<file path="src/rtl/turn_sequencer_pkg.sv">
// rtl/turn_sequencer_pkg.sv - shared turn codes, sizing and state enum for the turn sequencer
package turn_sequencer_pkg;

    localparam int MAX_TURNS = 12;
    localparam int DIR_W     = 2;

    // Slot count as a 4-bit value so it compares cleanly against num_turns.
    localparam logic [3:0] MAX_TURNS_CNT = 4'(MAX_TURNS);

    // Codes shared with the path direction planner.
    typedef enum logic [DIR_W-1:0] {
        U_TURN   = 2'b00,
        LEFT     = 2'b01,
        RIGHT    = 2'b10,
        STRAIGHT = 2'b11
    } dir_t;

    typedef enum logic [1:0] {
        ST_IDLE   = 2'b00,
        ST_FOLLOW = 2'b01,
        ST_TURN   = 2'b10,
        ST_DONE   = 2'b11
    } seq_state_t;

endpackage

</file>
<file path="src/rtl/turn_sequencer.sv">
// rtl/turn_sequencer.sv - replays planned per-node turns to the motor controller
module turn_sequencer
    import turn_sequencer_pkg::*;
(
    input  logic                       clk,
    input  logic                       rst,
    input  logic                       load,
    input  logic [MAX_TURNS*DIR_W-1:0] directions,
    input  logic [3:0]                 num_turns,
    input  logic                       node_detect,
    input  logic                       turn_done,
    output logic [DIR_W-1:0]           turn_cmd,
    output logic                       turn_valid,
    output logic [3:0]                 turn_index,
    output logic                       busy,
    output logic                       path_done,
    output logic                       overrun
);

    seq_state_t                 state;
    logic [MAX_TURNS*DIR_W-1:0] dirs_q;
    logic [3:0]                 count_q;
    logic [3:0]                 sat_turns;
    logic [3:0]                 next_index;
    logic [DIR_W-1:0]           slot;

    always_comb begin
        sat_turns  = (num_turns > MAX_TURNS_CNT) ? MAX_TURNS_CNT : num_turns;
        next_index = turn_index + 4'd1;
        // Only read in FOLLOW, where turn_index < count_q <= MAX_TURNS.
        slot       = dirs_q[int'(turn_index)*DIR_W +: DIR_W];
    end

    always_ff @(posedge clk) begin
        if (rst) begin
            state      <= ST_IDLE;
            dirs_q     <= '0;
            count_q    <= '0;
            turn_cmd   <= U_TURN;
            turn_valid <= 1'b0;
            turn_index <= '0;
            busy       <= 1'b0;
            path_done  <= 1'b0;
            overrun    <= 1'b0;
        end else begin
            case (state)
                ST_IDLE, ST_DONE: begin
                    if (load) begin
                        dirs_q     <= directions;
                        count_q    <= sat_turns;
                        turn_index <= '0;
                        overrun    <= 1'b0;
                        turn_valid <= 1'b0;
                        if (sat_turns == 4'd0) begin
                            state     <= ST_DONE;
                            busy      <= 1'b0;
                            path_done <= 1'b1;
                        end else begin
                            state     <= ST_FOLLOW;
                            busy      <= 1'b1;
                            path_done <= 1'b0;
                        end
                    end
                end
                ST_FOLLOW: begin
                    if (node_detect) begin
                        turn_cmd   <= slot;
                        turn_valid <= 1'b1;
                        state      <= ST_TURN;
                    end
                end
                ST_TURN: begin
                    // A node seen mid-turn is flagged, never queued.
                    if (node_detect) begin
                        overrun <= 1'b1;
                    end
                    if (turn_done) begin
                        turn_valid <= 1'b0;
                        turn_index <= next_index;
                        if (next_index == count_q) begin
                            state     <= ST_DONE;
                            busy      <= 1'b0;
                            path_done <= 1'b1;
                        end else begin
                            state <= ST_FOLLOW;
                        end
                    end
                end
                default: state <= ST_IDLE;
            endcase
        end
    end

endmodule
</file>
<file path="config.mk">
export PLATFORM = sky130hd
export DESIGN_NAME = turn_sequencer
export DESIGN_NICKNAME = d
export VERILOG_FILES = /design/src/rtl/turn_sequencer_pkg.sv /design/src/rtl/turn_sequencer.sv
export SDC_FILE = /design/constraint.sdc
export NUM_CORES = 1
export LEC_CHECK = 0
export ABC_AREA = 0
export ABC_CLOCK_PERIOD_IN_PS = 1900
export CAP_MARGIN = 20
export CORE_UTILIZATION = 49
export DETAILED_ROUTE_END_ITERATION = 16
export PLACE_DENSITY_LB_ADDON = 0.3
export SYNTH_ARGS = -nofsm -noshare
export SYNTH_HDL_FRONTEND = slang
export SYNTH_SLANG_ARGS = --single-unit
</file>
<file path="constraint.sdc">
create_clock -name clk -period 1.9 [get_ports clk]
set_input_delay 0.38 -clock clk [delete_from_list [all_inputs] [get_ports clk]]
set_output_delay 0.38 -clock clk [all_outputs]
set_load 0.05 [all_outputs]
</file>
### Word-level counts from Yosys, hierarchy flattened

Cells that the tools add are included.

| storage, ports and cells | value |
|---|---|
| register bits | 40 |
| bits in latches | 0 |
| RAM bits | 0 |
| ROM bits | 0 |
| input bits | 33 |
| output and inout bits | 10 |
| word-level logic and storage cells | 56 |
| memories kept | 0 |

| operators by class | value |
|---|---|
| $add $sub $neg | 1 |
| $mul | 0 |
| divide/modulo/power cells | 0 |
| order comparisons | 1 |
| eq/ne operators | 9 |
| shift operators | 1 |
| mux-type cells | 25 |
| bitwise gates (word level) | 0 |
| reduce and logical (&&, ||, !) cells | 10 |

Operator list:

| operator | count |
|---|---|
| $shiftx A24 B6 Y2 | 1 |
| $mux W4 | 3 |
| $mux W1 | 11 |
| $mux W2 | 5 |
| $ne A2 B2 Y1 const B | 5 |
| $reduce_and A3 Y1 | 3 |
| $pmux W4 S2 | 1 |
| $pmux W1 S2 | 3 |
| $pmux W2 S3 | 1 |
| $add A4 B1 Y4 const B | 1 |
| $eq A2 B2 Y1 const B | 2 |
| $eq A4 B4 Y1 | 1 |
| $gt A4 B4 Y1 const B | 1 |
| $logic_not A4 Y1 | 1 |
| $reduce_and A2 Y1 | 2 |
| $reduce_and A4 Y1 | 1 |
| $pmux W1 S3 | 1 |
| $eq A2 B1 Y1 const B | 1 |
| $logic_not A2 Y1 | 1 |
| $reduce_bool A2 Y1 | 1 |
| $reduce_or A2 Y1 | 1 |

### Longest topological paths before layout

Gate-level depths: netlist (run 1).

| logic depth | value |
|---|---|
| depth in word-level cells | 6 |
| mapped depth | 7 |
| gate-level depth less buffers | 6 |

### Worst setup path before layout (run 1)

Ideal clock, no wire load.

| path | value |
|---|---|
| kind | register to register |
| from | register turn_index[1] |
| to | register state[1] |
| library setup time | 103 ps |
| arrival time | 1654 ps |
| setup slack | 142 ps |
| cell stages (with the launch flop) | 6 |
| path buffers | 0 |
| clock period less this slack | 1758 ps |
| path through | dfxtp_1 -> ha_1 -> xor2_1 -> xnor2_1 -> nand4_1 -> a2111oi_2 |

| between the ends | value |
|---|---|
| longest elaborated chain between the ends | 5 |

RTL lines:

| element | line | RTL |
|---|---|---|
| from (decl) | turn_sequencer.sv:14 | `output logic [3:0] turn_index,` |
| from (signal assigned) | turn_sequencer.sv:79 | `turn_index <= next_index;` |
| $add A4 B1 Y4 | turn_sequencer.sv:29 | `next_index = turn_index + 4'd1;` |
| $eq A4 B4 Y1 | turn_sequencer.sv:80 | `if (next_index == count_q) begin` |
| $mux W2 | turn_sequencer.sv:80 |  |
| $mux W2 | turn_sequencer.sv:77 | `if (turn_done) begin` |
| $pmux W2 S3 | turn_sequencer.sv:46 | `case (state)` |
| to (signal assigned) | turn_sequencer.sv:55 | `state <= ST_DONE;` |
| to (signal assigned) | turn_sequencer.sv:81 | `state <= ST_DONE;` |
| to (signal assigned) | turn_sequencer.sv:85 | `state <= ST_FOLLOW;` |
| to (decl) | turn_sequencer.sv:20 | `seq_state_t state;` |

Every way passes these cells. The select of a mux whose other input is x is not followed.
A chain may end at the register's enable or synchronous reset.

### Worst setup path after layout (run 1)

| path | value |
|---|---|
| from | register turn_cmd[1] |
| to | output port turn_cmd[1] |

RTL lines:

| element | line | RTL |
|---|---|---|
| from (decl) | turn_sequencer.sv:12 | `output logic [DIR_W-1:0] turn_cmd,` |
| from (signal assigned) | turn_sequencer.sv:67 | `turn_cmd <= slot;` |

No word-level cell between the ends.

==> results of run 1 <==
## synthesized netlist by cell type
| library cell | n |
|---|---|
| inv_1 | 2 |
| xor2_1 | 2 |
| mux2i_1 | 5 |
| nor3_1 | 5 |
| or2b_1 | 1 |
| buf_4 | 1 |
| nand3_1 | 1 |
| a31oi_1 | 2 |
| or4_4 | 1 |
| ha_1 | 4 |
| buf_6 | 1 |
| dfxtp_1 | 40 |
| a221oi_1 | 1 |
| o21ai_0 | 2 |
| a22oi_1 | 3 |
| buf_2 | 4 |
| nand2_1 | 59 |
| o211ai_1 | 2 |
| mux4_2 | 4 |
| a2111oi_2 | 1 |
| o2bb2ai_1 | 1 |
| xnor2_1 | 4 |
| nor4b_1 | 1 |
| or3_1 | 1 |
| nor3b_1 | 1 |
| and2_1 | 2 |
| a21oi_1 | 36 |
| clkbuf_1 | 7 |
| nor2b_2 | 1 |
| a211oi_1 | 3 |
| nand4_1 | 2 |
| and3_1 | 2 |
| nor2_1 | 11 |
| nor2b_1 | 5 |
| nor4_1 | 1 |
## sequential cells by signal, indices dropped and copies added, names as in the netlist
register	count
state	2
turn_index	4
turn_cmd	2
count_q	4
overrun	1
busy	1
dirs_q	24
turn_valid	1
path_done	1
## cell usage in the layout (no fill, tap or decap), types with 5 or more instances in the layout
master,netlist,final
nand2_1,59,59
dfxtp_1,40,40
clkdlybuf4s50_1,0,37
a21oi_1,36,36
nor2_1,11,11
buf_4,1,11
clkbuf_8,0,7
buf_12,0,6
nor3_1,5,5
mux2i_1,5,5
nor2b_1,5,5
## power breakdown
group          internal, W  switching (W)  total, W
clock             0.000463       0.000296  0.000759
sequential         0.00102       0.000101   0.00112
combinational     0.000601       0.000779   0.00138
total              0.00209        0.00118   0.00326
## per-stage QoR
step / setup WS [ps] / std cells / hold slack (ps) / power [W] / utilization (%)
after floorplan: 142 / 219 / 433 / 0.00205 / -
after global placement: 46.7 / 307 / 439 / 0.00249 / 69.3
after detailed placement: 30.6 / 307 / 446 / 0.00251 / 69.3
after CTS: 36.4 / 315 / 456 / 0.00327 / 73.0
after global routing: 16.9 / 315 / 482 / 0.00349 / 73.1
final: 66.8 / 315 / 455 / 0.00326 / 73.1
## cell type report
type	instances	area (sq um)	area share (%)
clock inverters	1	30.0	1.19
well taps	46	57.6	2.27
repair buffers	55	586	23.1
clock buffers	7	96.3	3.80
multi-input cells	164	956	37.7
flip-flops and latches	40	801	31.6
inverters	2	7.51	0.296
## routing by layer
layer  up-vias  wire, um
met1       757      1960
met2        55      1790
met5         -         0
met3         7       223
met4         0        59
li1        854         -
## timing repair
action	4_1_cts	5_1_grt
hold endpoints to repair	0	0
setup endpoints to repair	0	1
resized for setup	0	1
## worst paths after layout
path                                  from                          to  slack (ps)
hold / removal      dirs_q[9]$_SDFFE_PP0P_      dirs_q[9]$_SDFFE_PP0P_         460
setup reg to reg     state[0]$_SDFFE_PP0P_  turn_index[1]$_SDFFE_PP0P_         130
hold reg to reg     dirs_q[9]$_SDFFE_PP0P_      dirs_q[9]$_SDFFE_PP0P_         460
setup / recovery  turn_cmd[1]$_SDFFE_PP0P_                 turn_cmd[1]          70
## kinds of logic after synthesis
family	count (synthesis)
and+or+nand+nor	94
AOI/OAI and AO/OA	51
DFF	40
buffers and inverters	15
muxes	9
xor gates and xnor gates	6
adders and majority gates	4
==> impl_metrics.tcl, run 1 <==
set metrics [dict create \
    start_kind "flop" \
    yosysTopAreaCellShare_pct 43.8 \
    grt_use_met3_pct 6.34 \
    synth.area.mux_share_pct 7.66 \
    die_w_um 63.1 \
    nNetsFinal 305 \
    grt_max_degree 30 \
    clock_latency_ps 300 \
    setup_viol 0 \
    irDropWorstVdd_mv 0.762 \
    clk_pin_slew_ps 70 \
    finalSetupTns_ps 0 \
    yosys.area_share.simple_pct 22.8 \
    fin_area_sq_um 2530 \
    use_met2_pct 32.4 \
    syn_to_final_growth_pct 38.5 \
    gr-total-overflow 0 \
    max_stage_delay_ps 810 \
    viasPerCell 5.31 \
    floorplan.initialDensity_pct 52.7 \
    crit_arrival_ps 1450 \
    grt_setup_unrepaired "false" \
    final_min_period_over_clock_period_pct 96.5 \
    final_hold_viol_count 0 \
    worstPathCellList "clkdlybuf4s50_1" \
    grt_pass1_wl_mm 6.76 \
    fmax_ghz 0.545 \
    timing_worst_setup_path_type "flop to output port" \
    finalCriticalPeriod_ps 1830 \
    routed_wl_mm 4.03 \
    required_ps 1520 \
    cts-root-buf "clkbuf_8" \
    synth_xor_area_share_pct 2.87 \
    cp_top_family "buffers and inverters" \
    cap_viol_max_count 0 \
    ys_ff_latch 40 \
    initialDrtViolationCount 138 \
    synthTopCellsByArea "dfxtp_1 (44%), nand2_1 (12%), a21oi_1 (9.8%)" \
    met1_usage_pct 30.5 \
    place.gp.congestion 0.769 \
    num-fill-cells 268 \
    cts_hold_buf 0 \
    first_pass_iters 4 \
    slew_headroom_pct 66.8 \
    cp_slowest_cell "clkdlybuf4s50_1" \
    drc_errors 0 \
    syn-num-nets 256 \
    synth_cells 219 \
    h-tree-depth 2 \
    grt_pass1_vias 1448 \
    row_count 21 \
    powerDensity_nw_per_um2 1290 \
    skew_ps 2.47 \
    antenna_cells 0 \
    synth_top_cell_by_area "dfxtp_1" \
    top_usage_layer "met2" \
    antenna_found_initial 0 \
    cp-end-kind "output port" \
    cts_tree "yes" \
    r2r_cells 6 \
    drv_slew 0 \
    yosysUniqueCellTypes 35 \
    synth_compound_area_share_pct 16.1 \
    ant_nets 0 \
    synthAdderAreaFrac_pct 2.74 \
    core_sq_um 3470 \
    worst_slew_pin_slew_ps 497 \
    post_cts_buffers 0 \
    min_path_type "flop to flop" \
    cts_max_path_buffers 2 \
    cts.sinks 40 \
    port_buffers 42 \
    syn-mean-instance-area_sq_um 8.35 \
    cts_made_buffers 5 \
    hold_depth 2 \
    power_leakage_nw 0.965 \
    status "finished clean" \
    netlist_area_sq_um 1830 \
    hpwl_mm 2.75 \
    synth_warnings 0 \
    die_h_um 63.1 \
    ios 43 \
    synth-seq-area-share_pct 43.8 \
    path_depth 1 \
    drt-wirelength-per-cell_um 12.8 \
    num_vias 1673 \
    critPathMaxFanout 2 \
    cp.buffers_inverters 1 \
    placed_area_sq_um 2400 \
    dieArea_sq_um 3980 \
    drive_above_1_share_pct 11.9 \
    grt_usage_pct 22.2 \
    synth_top_family_by_area "simple AND/OR/NAND/NOR gates" \
]
Note: power is estimated with default switching activity, not from simulation.
==> inputs of run 2 (changes only) <==
ABC_AREA = unset   (was 0)
==> results of run 2 <==
No change in the layout: final DEF, timing and power equal those of run 1.
==> inputs of run 3 (changes only) <==
CORE_MARGIN = 5   (was unset)
==> run 3 against run 2 <==
  * Sequential share of layout area up 0.43 points
  * Wire length up 3.6%
  * Global-route usage shrank 4.7 points
  * Fmax grew 0.59%
  * Critical endpoint is now turn_index[1]$_SDFFE_PP0P_
==> impl_metrics.tcl, run 3 (synthesis gave the netlist of run 1 again) <==
set metrics [dict create \
    antenna_cells 0 \
    status "finished clean" \
    clk_pin_slew_ps 70 \
    met1_usage_pct 21.5 \
    powerDensity_nw_per_um2 1260 \
    cp-end-kind "flop" \
    cp_top_family "simple AND/OR/NAND/NOR gates" \
    regMostFlops "dirs_q" \
    cts.sinks 40 \
    viasPerCell 5.32 \
    port_buffers 42 \
    antenna_found_initial 0 \
    required_ps 2080 \
    drc_errors 0 \
    layout_commonest_cell "nand2_1" \
    total_power_w 0.00316 \
    grt_max_degree 42 \
    num_vias 1692 \
    fmax_ghz 0.549 \
    finalCoreUtilization_pct 68.9 \
    drive_above_1_share_pct 13.7 \
    worstPathCellList "inv_1 > ha_1 > nor2b_1 > or3_4 > a22oi_1 > nor2_1" \
    clock_latency_ps 290 \
    cts_hold_buf 0 \
    timing_worst_setup_path_type "flop to flop" \
    drv_slew 0 \
    top_usage_layer "met2" \
    drt-wirelength-per-cell_um 13.1 \
    use_met2_pct 29.6 \
    reg.largest.list "dirs_q: 24 flops, count_q: 4 flops, turn_index: 4 flops" \
    nNetsFinal 306 \
    cp.buffers_inverters 1 \
    row_count 22 \
    routed_wl_mm 4.18 \
    cts_max_path_buffers 2 \
    start_kind "flop" \
    finalSetupTns_ps 0 \
    cp_slowest_cell "or3_4" \
    final_min_period_over_clock_period_pct 95.9 \
    irDropWorstVdd_mv 0.738 \
    setup_viol 0 \
    critPathMaxFanout 7 \
    largest_register_ffs 24 \
    first_pass_iters 4 \
    die_w_um 71.1 \
    gr-total-overflow 0 \
    ios 43 \
    dieArea_sq_um 5060 \
    die_h_um 71.1 \
    cts_made_buffers 5 \
    grt_use_met3_pct 4.69 \
    initialDrtViolationCount 123 \
    place.gp.congestion 0.791 \
    core_sq_um 3630 \
    min_path_type "flop to flop" \
    worst_slew_pin_slew_ps 503 \
    grt_usage_pct 17.5 \
    layout_common_cells "nand2_1 (59), dfxtp_1 (39), a21oi_1 (36), clkdlybuf4s50_1 (36), buf_4 (16)" \
    h-tree-depth 2 \
    max_stage_delay_ps 420 \
    grt_pass1_wl_mm 7.09 \
    floorplan.initialDensity_pct 50.3 \
    skew_ps 9.21 \
    syn_to_final_growth_pct 36.9 \
    cap_viol_max_count 0 \
    hpwl_mm 3.07 \
    final_hold_viol_count 0 \
    cts_tree "yes" \
    grt_setup_unrepaired "false" \
    slew_headroom_pct 66.3 \
    ant_nets 0 \
    num-fill-cells 304 \
    grt_pass1_vias 1616 \
    finalCriticalPeriod_ps 1820 \
    power_leakage_nw 0.941 \
    crit_arrival_ps 2010 \
    cts-root-buf "clkbuf_8" \
]
-- run 3: cell count changes in the layout (fill, tap and decap cells not counted), sizes merged --
| cell | previous run | this run |
|---|---|---|
| clkdlybuf4s50 | 37 | 36 |
| clkinv | 0 | 1 |
| dlymetal6s2s | 1 | 0 |
| clkbuf | 7 | 6 |
| buf | 17 | 20 |
-- run 3: stage by stage --
stage	std cells	hold WS, ps	setup WS, ps	instance area [sq um]
after CTS	318	456	16.0	2490
after global placement	310	442	63.8	2380
final	318	456	77.5	2500
after detailed placement	310	446	9.70	2380
after floorplan	219	433	142	1830
after global routing	318	484	1.36	2500
-- run 3: layout make-up --
| cell class | instances | area (sq um) | share of cell area (%) |
|---|---|---|---|
| clock buffers | 6 | 72.6 | 2.90 |
| clock inverters | 2 | 35.0 | 1.40 |
| inverters | 2 | 7.51 | 0.300 |
| multi-input cells | 164 | 966 | 38.6 |
| flip-flops and latches | 40 | 802 | 32.0 |
| well taps | 48 | 60.1 | 2.40 |
| repair buffers | 56 | 561 | 22.4 |
-- run 3: worst reg2reg max path: cells and delay by family (launching register included) --
kind,cells,cell delay (ps)
AOI/OAI and AO/OA,1,190
adders and majority gates,1,370
buffers and inverters,1,70
DFF,1,410
and+or+nand+nor,3,680
-- run 3: where the power goes --
part | switching, W | internal [W] | total, W
registers | 0.0000983 | 0.00102 | 0.00112
clock network | 0.000289 | 0.000390 | 0.000678
logic | 0.000788 | 0.000576 | 0.00136
total | 0.00118 | 0.00199 | 0.00316
-- run 3: final timing paths --
path                                end               startpoint  slack [ps]  cells after the start
max reg2reg  turn_index[1]$_SDFFE_PP0P_    state[0]$_SDFFE_PP0P_          80                      6
max          turn_index[1]$_SDFFE_PP0P_    state[0]$_SDFFE_PP0P_          80                      6
min             dirs_q[12]$_SDFFE_PP0P_  dirs_q[12]$_SDFFE_PP0P_         460                      2
min reg2reg     dirs_q[12]$_SDFFE_PP0P_  dirs_q[12]$_SDFFE_PP0P_         460                      2
-- run 3: what timing repair did --
item,in CTS,in global routing
endpoints found under the setup margin,0,4
gates resized for setup,0,3
setup buffers,0,0
-- run 3: layer usage --
metal / wire [um] / share of wire (%)
met2: 2030 / 49
met5: 0 / 0
met3: 261 / 6.3
met4: 62 / 1.5
met1: 1820 / 44
